[config.mk]
export PLATFORM = sky130hd
export DESIGN_NAME = vga_timing_gen
export DESIGN_NICKNAME = d
export VERILOG_FILES = /design/src/rtl/vga_timing_gen.sv
export SDC_FILE = /design/constraint.sdc
export NUM_CORES = 1
export LEC_CHECK = 0
export BUFFER_PORTS_ARGS = -buffer_cell sky130_fd_sc_hd__buf_2
export CORE_MARGIN = 2
export CORE_UTILIZATION = 53
export DETAILED_ROUTE_END_ITERATION = 7
export HOLD_SLACK_MARGIN = 0.06
export PLACE_DENSITY = 0.76
export SYNTH_ARGS = -nofsm -noshare
export SYNTH_HDL_FRONTEND = slang
export SYNTH_SLANG_ARGS = --single-unit
[constraint.sdc]
create_clock -name clka -period 2.35 [get_ports clka]
set_input_delay 0.235 -clock clka [delete_from_list [all_inputs] [get_ports clka]]
set_output_delay 0.235 -clock clka [all_outputs]
set_load 0.02 [all_outputs]
[src/rtl/vga_timing_gen.sv]
// VGA raster timing generator: pixel prescaler, x/y raster counters, frame
// counter, sync/active decodes and a fixed-length alignment delay for the
// sync/active copies that travel alongside framebuffer read data.
module vga_timing_gen #(
  parameter int H_ACTIVE = 640,
  parameter int H_FP     = 16,
  parameter int H_SYNC   = 96,
  parameter int H_BP     = 48,
  parameter int V_ACTIVE = 480,
  parameter int V_FP     = 10,
  parameter int V_SYNC   = 2,
  parameter int V_BP     = 33,
  parameter bit HS_POL   = 1'b0,
  parameter bit VS_POL   = 1'b0,
  parameter int PIX_DIV  = 2,
  parameter int PIPE_DLY = 1,
  parameter int X_W      = 10,
  parameter int Y_W      = 10
) (
  input  logic           clka,
  input  logic           reset,
  input  logic           en,
  output logic           pix_ce,
  output logic [X_W-1:0] x,
  output logic [Y_W-1:0] y,
  output logic           active,
  output logic           hsync,
  output logic           vsync,
  output logic           active_d,
  output logic           hsync_d,
  output logic           vsync_d,
  output logic           line_start,
  output logic           frame_start,
  output logic [15:0]    frame_count
);

  localparam int H_TOTAL = H_ACTIVE + H_FP + H_SYNC + H_BP;
  localparam int V_TOTAL = V_ACTIVE + V_FP + V_SYNC + V_BP;

  // A single-cycle divider still gets a 1-bit counter that simply stays at 0.
  localparam int DIV_W = (PIX_DIV > 1) ? $clog2(PIX_DIV) : 1;
  localparam logic [DIV_W-1:0] DIV_LAST = DIV_W'(PIX_DIV - 1);

  localparam logic [X_W-1:0] X_LAST   = X_W'(H_TOTAL - 1);
  localparam logic [X_W-1:0] X_ACT    = X_W'(H_ACTIVE);
  localparam logic [X_W-1:0] HS_FIRST = X_W'(H_ACTIVE + H_FP);
  localparam logic [X_W-1:0] HS_LAST  = X_W'(H_ACTIVE + H_FP + H_SYNC - 1);

  localparam logic [Y_W-1:0] Y_LAST   = Y_W'(V_TOTAL - 1);
  localparam logic [Y_W-1:0] Y_ACT    = Y_W'(V_ACTIVE);
  localparam logic [Y_W-1:0] VS_FIRST = Y_W'(V_ACTIVE + V_FP);
  localparam logic [Y_W-1:0] VS_LAST  = Y_W'(V_ACTIVE + V_FP + V_SYNC - 1);

  // {active, hsync, vsync} with every signal in its deasserted state.
  localparam logic [2:0] IDLE_SIG = {1'b0, ~HS_POL, ~VS_POL};

  logic [DIV_W-1:0] div_cnt_q, div_cnt_d;
  logic [X_W-1:0]   x_q, x_d;
  logic [Y_W-1:0]   y_q, y_d;
  logic [15:0]      frame_cnt_q, frame_cnt_d;
  logic             hs_raw, vs_raw;

  // Pixel tick and raster decodes, all zero-latency from the counter registers.
  always_comb begin
    pix_ce      = en && (div_cnt_q == DIV_LAST);
    active      = (x_q < X_ACT) && (y_q < Y_ACT);
    hs_raw      = (x_q >= HS_FIRST) && (x_q <= HS_LAST);
    vs_raw      = (y_q >= VS_FIRST) && (y_q <= VS_LAST);
    hsync       = HS_POL ? hs_raw : ~hs_raw;
    vsync       = VS_POL ? vs_raw : ~vs_raw;
    line_start  = pix_ce && (x_q == X_LAST);
    frame_start = line_start && (y_q == Y_LAST);
  end

  // Next-state for prescaler, raster position and frame counter.
  always_comb begin
    // NOTE: every target gets a hold value first, so no path leaves one unassigned and no latch is inferred.
    div_cnt_d   = div_cnt_q;
    x_d         = x_q;
    y_d         = y_q;
    frame_cnt_d = frame_cnt_q;
    if (en) begin
      div_cnt_d = (div_cnt_q == DIV_LAST) ? '0 : div_cnt_q + 1'b1;
    end
    if (pix_ce) begin
      if (x_q == X_LAST) begin
        x_d = '0;
        if (y_q == Y_LAST) begin
          y_d         = '0;
          frame_cnt_d = frame_cnt_q + 16'd1;
        end else begin
          y_d = y_q + 1'b1;
        end
      end else begin
        x_d = x_q + 1'b1;
      end
    end
  end

  // Counter registers; reset wins over en so a mid-frame reset aborts the frame.
  always_ff @(posedge clka) begin
    // NOTE: non-blocking assignments keep every flop sampling pre-edge values regardless of block order.
    if (reset) begin
      div_cnt_q   <= '0;
      x_q         <= '0;
      y_q         <= '0;
      frame_cnt_q <= '0;
    end else begin
      div_cnt_q   <= div_cnt_d;
      x_q         <= x_d;
      y_q         <= y_d;
      frame_cnt_q <= frame_cnt_d;
    end
  end

  assign x           = x_q;
  assign y           = y_q;
  assign frame_count = frame_cnt_q;

  generate
    if (PIPE_DLY == 0) begin : g_no_dly
      assign {active_d, hsync_d, vsync_d} = {active, hsync, vsync};
    end else begin : g_dly
      logic [2:0] pipe_q [PIPE_DLY];
      logic [2:0] pipe_d [PIPE_DLY];

      // Shift the decoded signals one stage per clka, independent of en.
      always_comb begin
        pipe_d[0] = {active, hsync, vsync};
        for (int i = 1; i < PIPE_DLY; i++) begin
          pipe_d[i] = pipe_q[i-1];
        end
      end

      // Delay stages; all loaded with the idle pattern on reset.
      always_ff @(posedge clka) begin
        // NOTE: these stages are plain flops, not RAM, and they are reset so the delayed syncs come up deasserted.
        if (reset) begin
          for (int i = 0; i < PIPE_DLY; i++) pipe_q[i] <= IDLE_SIG;
        end else begin
          for (int i = 0; i < PIPE_DLY; i++) pipe_q[i] <= pipe_d[i];
        end
      end

      assign {active_d, hsync_d, vsync_d} = pipe_q[PIPE_DLY-1];
    end
  endgenerate

endmodule

==> results of run 1 <==
-- per-layer routing --
metal / wire (um) / global-route usage [%]
met3: 257 / 6.34
met2: 2250 / 38.8
met4: 52 / 7.81
met1: 2190 / 29.3
met5: 0 / 0
-- power by group --
group	internal [mW]	total, mW	switching (mW)
registers	0.682	0.686	0.00466
clock network	0.315	0.557	0.242
logic	0.00960	0.0328	0.0232
total	1.01	1.28	0.270
-- per-stage QoR --
step | setup WS [ns] | cell area (um^2) | cells | total power [mW]
floorplan | 0.394 | 2020 | 238 | 0.725
finish | 0.188 | 2400 | 331 | 1.28
global placement | 0.361 | 2290 | 323 | 0.735
CTS | 0.0996 | 2390 | 331 | 1.28
detailed placement | 0.281 | 2290 | 323 | 0.735
global route | 0.0691 | 2400 | 331 | 1.32
-- state kept, by name, indices dropped and copies added, names as in the netlist --
signal and cells:
frame_count 16, g_dly.pipe_q 3, div_cnt_q 1, x 10, y 10
-- worst max path at each step --
stage               depth (start not counted)  slack (ns)  startpoint               to
floorplan                                   6        0.39        x[1]  frame_count[14]
global placement                            6        0.36        y[0]  frame_count[12]
detailed placement                          6        0.28        y[0]  frame_count[13]
CTS                                         6         0.1        x[1]       line_start
global route                                6        0.07        y[1]  frame_count[10]
finish                                      6        0.19        x[1]       line_start
-- worst register-to-register path, stage by stage (launching register included) --
cell	delay [ns]
dfxtp_1	0.37
inv_1	0.10
ha_1	0.16
nor4b_4	0.33
nand4_4	0.34
or4_1	0.60
a21oi_1	0.15
-- layout by cell type (no fill, tap or decap), drive strengths merged, types with 10 or more instances in the layout --
| cell | instances |
|---|---|
| buf | 52 |
| dfxtp | 40 |
| a21oi | 27 |
| nand2 | 17 |
| or4 | 15 |
| nand3 | 14 |
| nand4 | 14 |
| o31ai | 13 |
| nor3 | 11 |
| inv | 10 |
-- kinds of logic after synthesis --
kind of cell	count (synthesis)	share of synthesized area (%)
AOI/OAI and AO/OA	51	14.5
xor gates and xnor gates	11	4.77
adders and majority gates	5	3.09
buffers and inverters	26	5.38
DFF	40	39.6
and+or+nand+nor	105	32.6
-- cell usage after synthesis (all sizes together), types with 2 or more instances --
master	n	area, um^2
and4	6	52.6
nand2	17	63.8
nand3	14	70.1
a21oi	27	135
nor2	5	18.8
and2	3	18.8
ha	5	62.6
nor3	11	55.1
clkbuf	10	37.5
inv	11	41.3
or2	2	12.5
buf	5	30.0
xor2	9	78.8
and3	3	18.8
or4	15	113
or3	9	56.3
nand4	14	103
o31ai	13	97.6
dfxtp	40	801
o21ai	9	45.0
xnor2	2	17.5
-- area by class of cell --
cell class,count,area share [%]
multi-input cells,172,46.5
clock buffers,6,3.02
well taps,48,2.50
flip-flops and latches,40,33.3
inverters,11,1.87
repair buffers,52,11.3
clock inverters,2,1.46
==> results by group, run 1 <==
Route
  • Post-Route WL: 4740 um
  • Drt first pass iters: 4
  • Drc violations: 0
  • ANT nets after route: 0
  • DR WL/cell: 14.3 um
  • Vias per cell: roughly 6.0
  • Drt initial violations: 151
  • Vias: 1971

Clocking
  • Max Root-Sink Buffers: 2
  • Setup Fix Bufs, Post-CTS: 0
  • CTS Sinks: 40
  • Worst-Skew Late Latency: around 0.29 ns
  • Clk pin slew, worst setup/hold paths: ~0.08 ns
  • CTS HTree Levels: 2
  • Post_cts resized: 0
  • Hold buffers post-CTS: 0
  • TritonCTS clock tree: built
  • TritonCTS Buffers: 5
  • CTS root buf: clkbuf_8

Floorplanning
  • Core area: ~0.0037 mm^2
  • IO Count: 48
  • Die area: between 0.004 and 0.005 mm^2
  • Starting Density: between 50% and 60%
  • Die Span X: between 60 and 70 um
  • Number of core rows: 22
  • Die Y-Extent: around 66 um

Place
  • GP Congestion: approximately 0.90
  • I/O Buffers: 47
  • HPWL after detailed placement: between 3000 and 4000 um

Min path
  • Hold path start: en
  • Hold Path Cell Cnt: 3
  • Hold EP: div_cnt_q
  • Worst Hold Class: input pin to register

Logic synthesis
  • Unique masters post-synth: 33
  • Avg Cell Area, Syn: roughly 8.5 um^2
  • Synth warn: 0
  • Number of synthesized register bits: 40
  • Synth Instances: roughly 240
  • Register area share after synthesis: approximately 40%
  • Asr flop ratio synth: 0%
  • Syn Std Cell Area: ~0.0020 mm^2
  • Most used DFF post-synth: dfxtp_1
  • EDFF count, synth: 0
  • Syn Nets: 246

STA
  • Slew @ Worst Pin: 0.725 ns
  • Max Slew Vio Count: 0
  • RSZ-0062 raised after global routing: false
  • Post-route setup TNS: 0 ns
  • Skew final: between 0.004 and 0.005 ns
  • Hold Vio Cnt, Final: 0
  • Fmax: between 400 and 500 MHz
  • Final setup vio count: 0
  • Final Critical Period: about 2.2 ns
  • Final period util: 92.0%
  • Hold_ws: between 0.2 and 0.3 ns
  • Slew HR: about half

Setup path
  • Worst path bufs/invs: 3
  • CP max FO: 16
  • Crit Reg-Reg Endpoint: frame_count[13]
  • R2r startpoint: y[0]
  • CP Capture Type: primary output
  • Slowest cell on the critical path: dfxtp_1
  • Critical path, cell by cell: ha_1, and4bb_2, nand3_1, buf_4, clkinvlp_4, buf_2
  • Worst Path Arrival: approximately 1.9 ns
  • WP data required: about 2.1 ns
  • Top Family by Delay on Critical Path: buffers and inverters
  • Setup crit start kind: register
  • Worst path max stage delay: 0.39 ns
  • Worst-case reg-to-reg path depth: 6
  • WS Path Type: register to primary output
  • Reg-to-reg slack, setup: 0.23 ns

Layout
  • Antenna Cells: 0
  • Fillers: ~330
  • Layout cell share with drive strength beyond 1: 23.7%
  • P&R area growth vs syn: 18.9%
  • Multi-input gate area: 0.00112 mm^2
  • Final Core Density: between 60% and 70%
  • # nets final: 290
  • Sequential cell area: 801 um^2

Global routing
  • Overflow after GRT: 0
  • First-pass GRT wire length: around 7800 um
  • Number of global-route vias before repair: approximately 1700
  • Initial antenna violation count: 0
  • Largest net degree at the start of global routing: 41
  • GRT Overall Usage: a little under a quarter

Pwr
  • Power Density: ~530 mW/mm^2
  • Leakage: 0.917 nW
  • Worst IR Drop VDD: between 0.0004 and 0.0005 V

Job
  • Max_cap viols: 0

Outcome
  • Outcome: finished clean
(Power assumes the default switching activity.)
==> inputs of run 2 (changes only) <==
--- a/config.mk
+++ b/config.mk
@@ -6,11 +6,11 @@
 export NUM_CORES = 1
 export LEC_CHECK = 0
 export BUFFER_PORTS_ARGS = -buffer_cell sky130_fd_sc_hd__buf_2
-export CORE_MARGIN = 2
 export CORE_UTILIZATION = 53
 export DETAILED_ROUTE_END_ITERATION = 7
 export HOLD_SLACK_MARGIN = 0.06
 export PLACE_DENSITY = 0.76
+export SETUP_SLACK_MARGIN = 0.2
 export SYNTH_ARGS = -nofsm -noshare
 export SYNTH_HDL_FRONTEND = slang
 export SYNTH_SLANG_ARGS = --single-unit
==> run 2 against run 1 <==
  * Worst hold slack improved by 0.022 ns
  * Clock-buffer cell count rose by 1
  * Highest routed layer unchanged
  * Critical endpoint is now frame_start
  * Clock skew is 0.0010 ns lower
  * Largest power group unchanged
==> results by group, run 2 (synthesis gave the netlist of run 1 again) <==
Outcome
  • Outcome: finished clean (unchanged)

STA
  • Final period util: 87.0% (was 92.0%)
  • Hold Vio Cnt, Final: 0 (unchanged)
  • Skew final: 0.00323 ns (was 0.00423 ns)
  • Final setup vio count: 0 (unchanged)
  • Slew HR: 52.9% (was 51.6%)
  • Slack of the critical path: 0.304 ns (was 0.188 ns)
  • Final Critical Period: 2.05 ns (was 2.16 ns)
  • Post-route setup TNS: 0 ns (unchanged)
  • RSZ-0062 raised after global routing: false (unchanged)
  • Max Slew Vio Count: 0 (unchanged)
  • Fmax: 489 MHz (was 462 MHz)
  • Slew @ Worst Pin: 0.706 ns (was 0.725 ns)

Setup path
  • WP data required: 2.12 ns (about the same)
  • CP max FO: 11 (was 16)
  • Setup crit start kind: register (unchanged)
  • CP Capture Type: primary output (unchanged)
  • Worst-case reg-to-reg path depth: 6 (unchanged)
  • WS Path Type: register to primary output (unchanged)
  • Worst Path Arrival: 1.81 ns (was 1.93 ns)

Global routing
  • Number of global-route vias before repair: 1671 (was 1740)
  • GRT Overall Usage: 23.7% (was 23.4%)
  • Overflow after GRT: 0 (unchanged)
  • Initial antenna violation count: 0 (unchanged)
  • Largest net degree at the start of global routing: 41 (unchanged)
  • First-pass GRT wire length: 7650 um (was 7850 um)

Pwr
  • Design Power: 1.21 mW (was 1.28 mW)
  • Power Density: 499 mW/mm^2 (was 531 mW/mm^2)
  • Leakage: 0.950 nW (was 0.917 nW)
  • Worst IR Drop VDD: 0.000265 V (was 0.000437 V)

Route
  • Drt first pass iters: 4 (unchanged)
  • DR WL/cell: 14.0 um (was 14.3 um)
  • Vias per cell: 5.86 (was 5.95)
  • Vias: 1950 (was 1971)
  • Drc violations: 0 (unchanged)
  • ANT nets after route: 0 (unchanged)
  • Post-Route WL: 4660 um (was 4740 um)
  • Drt initial violations: 152 (was 151)

Place
  • HPWL after detailed placement: 3070 um (was 3190 um)
  • I/O Buffers: 47 (unchanged)
  • Pre-CTS worst setup slack: 0.247 ns (was 0.281 ns)
  • GP Congestion: 0.853 (was 0.903)

Job
  • Max_cap viols: 0 (unchanged)

Floorplanning
  • Die Y-Extent: 63.8 um (was 65.8 um)
  • Die Span X: 63.8 um (was 65.8 um)
  • Number of core rows: 22 (unchanged)
  • Die area: 0.00407 mm^2 (was 0.00433 mm^2)
  • Core area: 0.00366 mm^2 (unchanged)
  • IO Count: 48 (unchanged)
  • Starting Density: 55.2% (unchanged)

Min path
  • Hold Path Cell Cnt: 3 (unchanged)
  • Worst Hold Class: input pin to register (unchanged)

Layout
  • P&R area growth vs syn: 20.1% (was 18.9%)
  • Commonest cells after routing, fill and taps aside: buf_2 (47), dfxtp_1 (40), a21oi_1 (27) (unchanged)
  • Layout cell share with drive strength beyond 1: 24.9% (was 23.7%)
  • Most common cell after layout, fill and taps aside: buf_2 (unchanged)
  • Antenna Cells: 0 (unchanged)
  • # nets final: 293 (was 290)
  • Fillers: 317 (was 326)
  • Max reg flops: 16 (unchanged)

Clocking
  • CTS HTree Levels: 2 (unchanged)
  • Hold buffers post-CTS: 0 (unchanged)
  • CTS Sinks: 40 (unchanged)
  • TritonCTS clock tree: built (unchanged)
  • Clk pin slew, worst setup/hold paths: 0.07 ns (was 0.08 ns)
  • TritonCTS Buffers: 5 (unchanged)
  • Worst-Skew Late Latency: 0.29 ns (about the same)
  • CTS root buf: clkbuf_8 (unchanged)
  • Max Root-Sink Buffers: 2 (unchanged)
[run 2: cell count changes in the layout (fill, tap and decap cells not counted), sizes merged]
cell,previous run,this run
clkinv,1,0
clkinvlp,1,0
bufinv,1,0
nand4,14,15
buf,52,54
clkbuf,6,7
inv,10,11
[run 2: final cells by class]
type / instances / area (um^2) / area share, %
tap: 48 / 60.1 / 2.47
inverter: 11 / 41.3 / 1.70
clock buffer: 7 / 96.3 / 3.97
sequential: 40 / 801 / 33.0
multi-input combinational: 173 / 1140 / 47.0
timing repair buffer: 54 / 288 / 11.8
[run 2: worst max-delay path: stages, from the launching register on]
cell and delay (ns):
dfxtp_1 0.37, inv_1 0.09, ha_1 0.15, nor4b_4 0.18, buf_4 0.20, nand3_2 0.20, nor2_1 0.15, buf_2 0.18
[run 2: per-stage QoR]
step	hold slack, ns	cells	area (um^2)	util [%]
after floorplan	0.372	238	2020	-
after global placement	0.470	324	2290	62.7
after detailed placement	0.483	324	2290	62.7
after CTS	0.267	331	2400	65.6
after global routing	0.301	333	2430	66.3
final	0.274	333	2430	66.3
[run 2: timing repair]
action / CTS / global route
setup endpoints to repair: 2 / 14
cloned: 0 / 1
pin swaps: 0 / 1
gates resized for setup: 3 / 1
buffers inserted: 0 / 1
[run 2: report_power, final]
group          total (mW)  internal (mW)  switching [mW]
registers           0.686          0.682         0.00470
logic              0.0330        0.00962          0.0234
clock network       0.492          0.262           0.230
total                1.21          0.953           0.258
[run 2: worst paths after layout]
kind | start | end | slack [ns]
max reg2reg | x[1] | frame_count[8] | 0.31
max | y[0] | frame_start | 0.30
min reg2reg | frame_count[15] | frame_count[15] | 0.49
min | en | div_cnt_q | 0.27
[run 2: metal layers]
| layer | part of all wire, % | track usage, % | wire length (um) | vias up |
|---|---|---|---|---|
| li1 | - | - | - | 988 |
| met1 | 48 | 31.3 | 2240 | 914 |
| met2 | 47 | 37.9 | 2210 | 46 |
| met3 | 3.9 | 5.89 | 182 | 2 |
| met4 | 0.71 | 7.39 | 33 | 0 |
| met5 | 0 | 0 | 0 | - |
==> inputs of run 3 (changes only) <==
--- a/config.mk
+++ b/config.mk
@@ -7,8 +7,10 @@
 export LEC_CHECK = 0
 export BUFFER_PORTS_ARGS = -buffer_cell sky130_fd_sc_hd__buf_2
 export CORE_UTILIZATION = 53
+export CTS_BUF_LIST = sky130_fd_sc_hd__clkbuf_16
 export DETAILED_ROUTE_END_ITERATION = 7
 export HOLD_SLACK_MARGIN = 0.06
+export MAX_ROUTING_LAYER = met4
 export PLACE_DENSITY = 0.76
 export SETUP_SLACK_MARGIN = 0.2
 export SYNTH_ARGS = -nofsm -noshare
==> run 3 against run 2 <==
  * Power up 11%
  * Critical endpoint unchanged
  * Flip-flop and latch count unchanged
  * Fmax is 0.15% lower
  * Critical path type unchanged
  * Non-clock buffer count unchanged
==> results by group, run 3 (synthesis gave the netlist of run 1 again) <==
Floorplanning
  • Die area: 0.00407 mm^2 (unchanged)
  • Die Y-Extent: 63.8 um (unchanged)
  • Core area: 0.00366 mm^2 (unchanged)
  • IO Count: 48 (unchanged)
  • Starting Density: 55.2% (unchanged)
  • Number of core rows: 22 (unchanged)
  • Die Span X: 63.8 um (unchanged)

Clocking
  • Hold buffers post-CTS: 0 (unchanged)
  • Worst-Skew Late Latency: 0.28 ns (was 0.29 ns)
  • Max Root-Sink Buffers: 2 (unchanged)
  • TritonCTS Buffers: 5 (unchanged)
  • TritonCTS clock tree: built (unchanged)
  • Clk pin slew, worst setup/hold paths: 0.06 ns (was 0.07 ns)
  • CTS Sinks: 40 (unchanged)
  • CTS HTree Levels: 2 (unchanged)
  • CTS root buf: clkbuf_16 (was clkbuf_8)

Layout
  • P&R area growth vs syn: 21.9% (was 20.1%)
  • Antenna Cells: 0 (unchanged)
  • # nets final: 293 (unchanged)
  • Commonest cells after routing, fill and taps aside: buf_2 (47), dfxtp_1 (40), a21oi_1 (27) (unchanged)
  • Final std cells w/o fill: 333 (unchanged)
  • Max reg flops: 16 (unchanged)
  • Most common cell after layout, fill and taps aside: buf_2 (unchanged)
  • Layout cell share with drive strength beyond 1: 24.2% (was 24.9%)

STA
  • RSZ-0062 raised after global routing: false (unchanged)
  • Final setup vio count: 0 (unchanged)
  • Skew final: 0.00351 ns (was 0.00323 ns)
  • Final Critical Period: 2.05 ns (about the same)
  • Max Slew Vio Count: 0 (unchanged)
  • Hold Vio Cnt, Final: 0 (unchanged)
  • Slew @ Worst Pin: 0.718 ns (was 0.706 ns)
  • Final period util: 87.2% (was 87.0%)
  • Fmax: 488 MHz (was 489 MHz)
  • Slew HR: 52.1% (was 52.9%)
  • Post-route setup TNS: 0 ns (unchanged)

Global routing
  • Largest net degree at the start of global routing: 41 (unchanged)
  • GRT busiest layer: met2 (unchanged)
  • GRT Overall Usage: 24.7% (was 23.7%)
  • M1 GR Usage: 31.6% (was 31.3%)
  • Global Route met3 Usage: 4.29% (was 5.89%)
  • Number of global-route vias before repair: 1674 (was 1671)
  • GRT met2 Usage: 38.3% (was 37.9%)
  • Overflow after GRT: 0 (unchanged)
  • Initial antenna violation count: 0 (unchanged)
  • First-pass GRT wire length: 7690 um (was 7650 um)

Route
  • Vias per cell: 5.89 (was 5.86)
  • Drc violations: 0 (unchanged)
  • Drt initial violations: 109 (was 152)
  • DR WL/cell: 14.3 um (was 14.0 um)
  • Post-Route WL: 4760 um (was 4660 um)
  • Drt first pass iters: 4 (unchanged)
  • ANT nets after route: 0 (unchanged)
  • Vias: 1962 (was 1950)

Setup path
  • Slowest cell on the critical path: dfxtp_1 (unchanged)
  • Critical path, cell by cell: inv_1, ha_1, nor4b_4, buf_4, nand3_2, nor2_1, buf_2 (unchanged)
  • Top Family by Delay on Critical Path: simple AND/OR/NAND/NOR gates (unchanged)
  • CP max FO: 11 (unchanged)
  • Worst Path Arrival: 1.81 ns (about the same)
  • CP Capture Type: primary output (unchanged)
  • WP data required: 2.12 ns (about the same)
  • Worst path max stage delay: 0.39 ns (was 0.37 ns)
  • WS Path Type: register to primary output (unchanged)
  • Worst path bufs/invs: 3 (unchanged)
  • Setup crit start kind: register (unchanged)

Pwr
  • Power Density: 547 mW/mm^2 (was 499 mW/mm^2)
  • Leakage: 0.964 nW (was 0.950 nW)
  • Worst IR Drop VDD: 0.000325 V (was 0.000265 V)

Outcome
  • Outcome: finished clean (unchanged)

Place
  • GP Congestion: 0.866 (was 0.853)
  • Cells after DPL: 324 (unchanged)
  • HPWL after detailed placement: 3070 um (unchanged)
  • I/O Buffers: 47 (unchanged)

Min path
  • Worst Hold Class: input pin to register (unchanged)

Job
  • Max_cap viols: 0 (unchanged)
==> run 3: cell types whose count changed in the layout (fill, tap and decap cells not counted) <==
| cell | before | now |
|---|---|---|
| clkinv_1 | 0 | 2 |
| clkbuf_8 | 7 | 0 |
| clkbuf_16 | 0 | 5 |
==> run 3: tightest hold or removal path: stages <==
cell     delay, ns
buf_2         0.14
xnor2_1       0.08
nor2_1        0.07
==> run 3: path summary, 6_finish.rpt <==
kind                         from               to  slack (ns)  cells after the start
hold / removal                 en        div_cnt_q        0.28                      3
setup / recovery             y[1]      frame_start        0.30                      7
setup reg to reg             x[1]   frame_count[8]        0.32                      6
hold reg to reg   frame_count[15]  frame_count[15]        0.49                      2
==> run 3: layout make-up <==
type | instances | area [um^2]
inverter | 11 | 41.3
sequential | 40 | 801
clock inverter | 2 | 7.51
timing repair buffer | 54 | 288
fill | 315 | 1200
multi-input combinational | 173 | 1140
clock buffer | 5 | 125
tap | 48 | 60.1
==> run 3: report_power, final <==
part	total (mW)	internal [mW]	switching (mW)	leakage (nW)
Combinational	0.0332	0.00963	0.0236	0.576
Sequential	0.688	0.683	0.00459	0.323
Clock	0.628	0.379	0.248	0.0648
Total	1.35	1.07	0.276	0.964
==> run 3: what timing repair did <==
action,CTS,global route
pin swaps,0,1
endpoints found under the setup margin,2,14
setup buffers,0,1
gates resized for setup,3,1
cloned,0,1
==> run 3: per-stage QoR <==
step | area, um^2 | utilization, % | worst slack (ns) | hold slack [ns] | total power [mW]
2_1_floorplan | 2020 | - | 0.394 | 0.372 | 0.725
3_3_place_gp | 2290 | 62.7 | 0.334 | 0.470 | 0.735
3_5_place_dp | 2290 | 62.7 | 0.247 | 0.483 | 0.736
4_1_cts | 2440 | 66.6 | 0.212 | 0.279 | 1.36
5_1_grt | 2460 | 67.3 | 0.209 | 0.321 | 1.40
6_report | 2460 | 67.3 | 0.301 | 0.284 | 1.35
==> run 3: metal layers <==
metal,up-vias,wire [um]
met4,0,42
met2,45,2260
li1,990,-
met3,2,173
met1,925,2280
met5,-,0
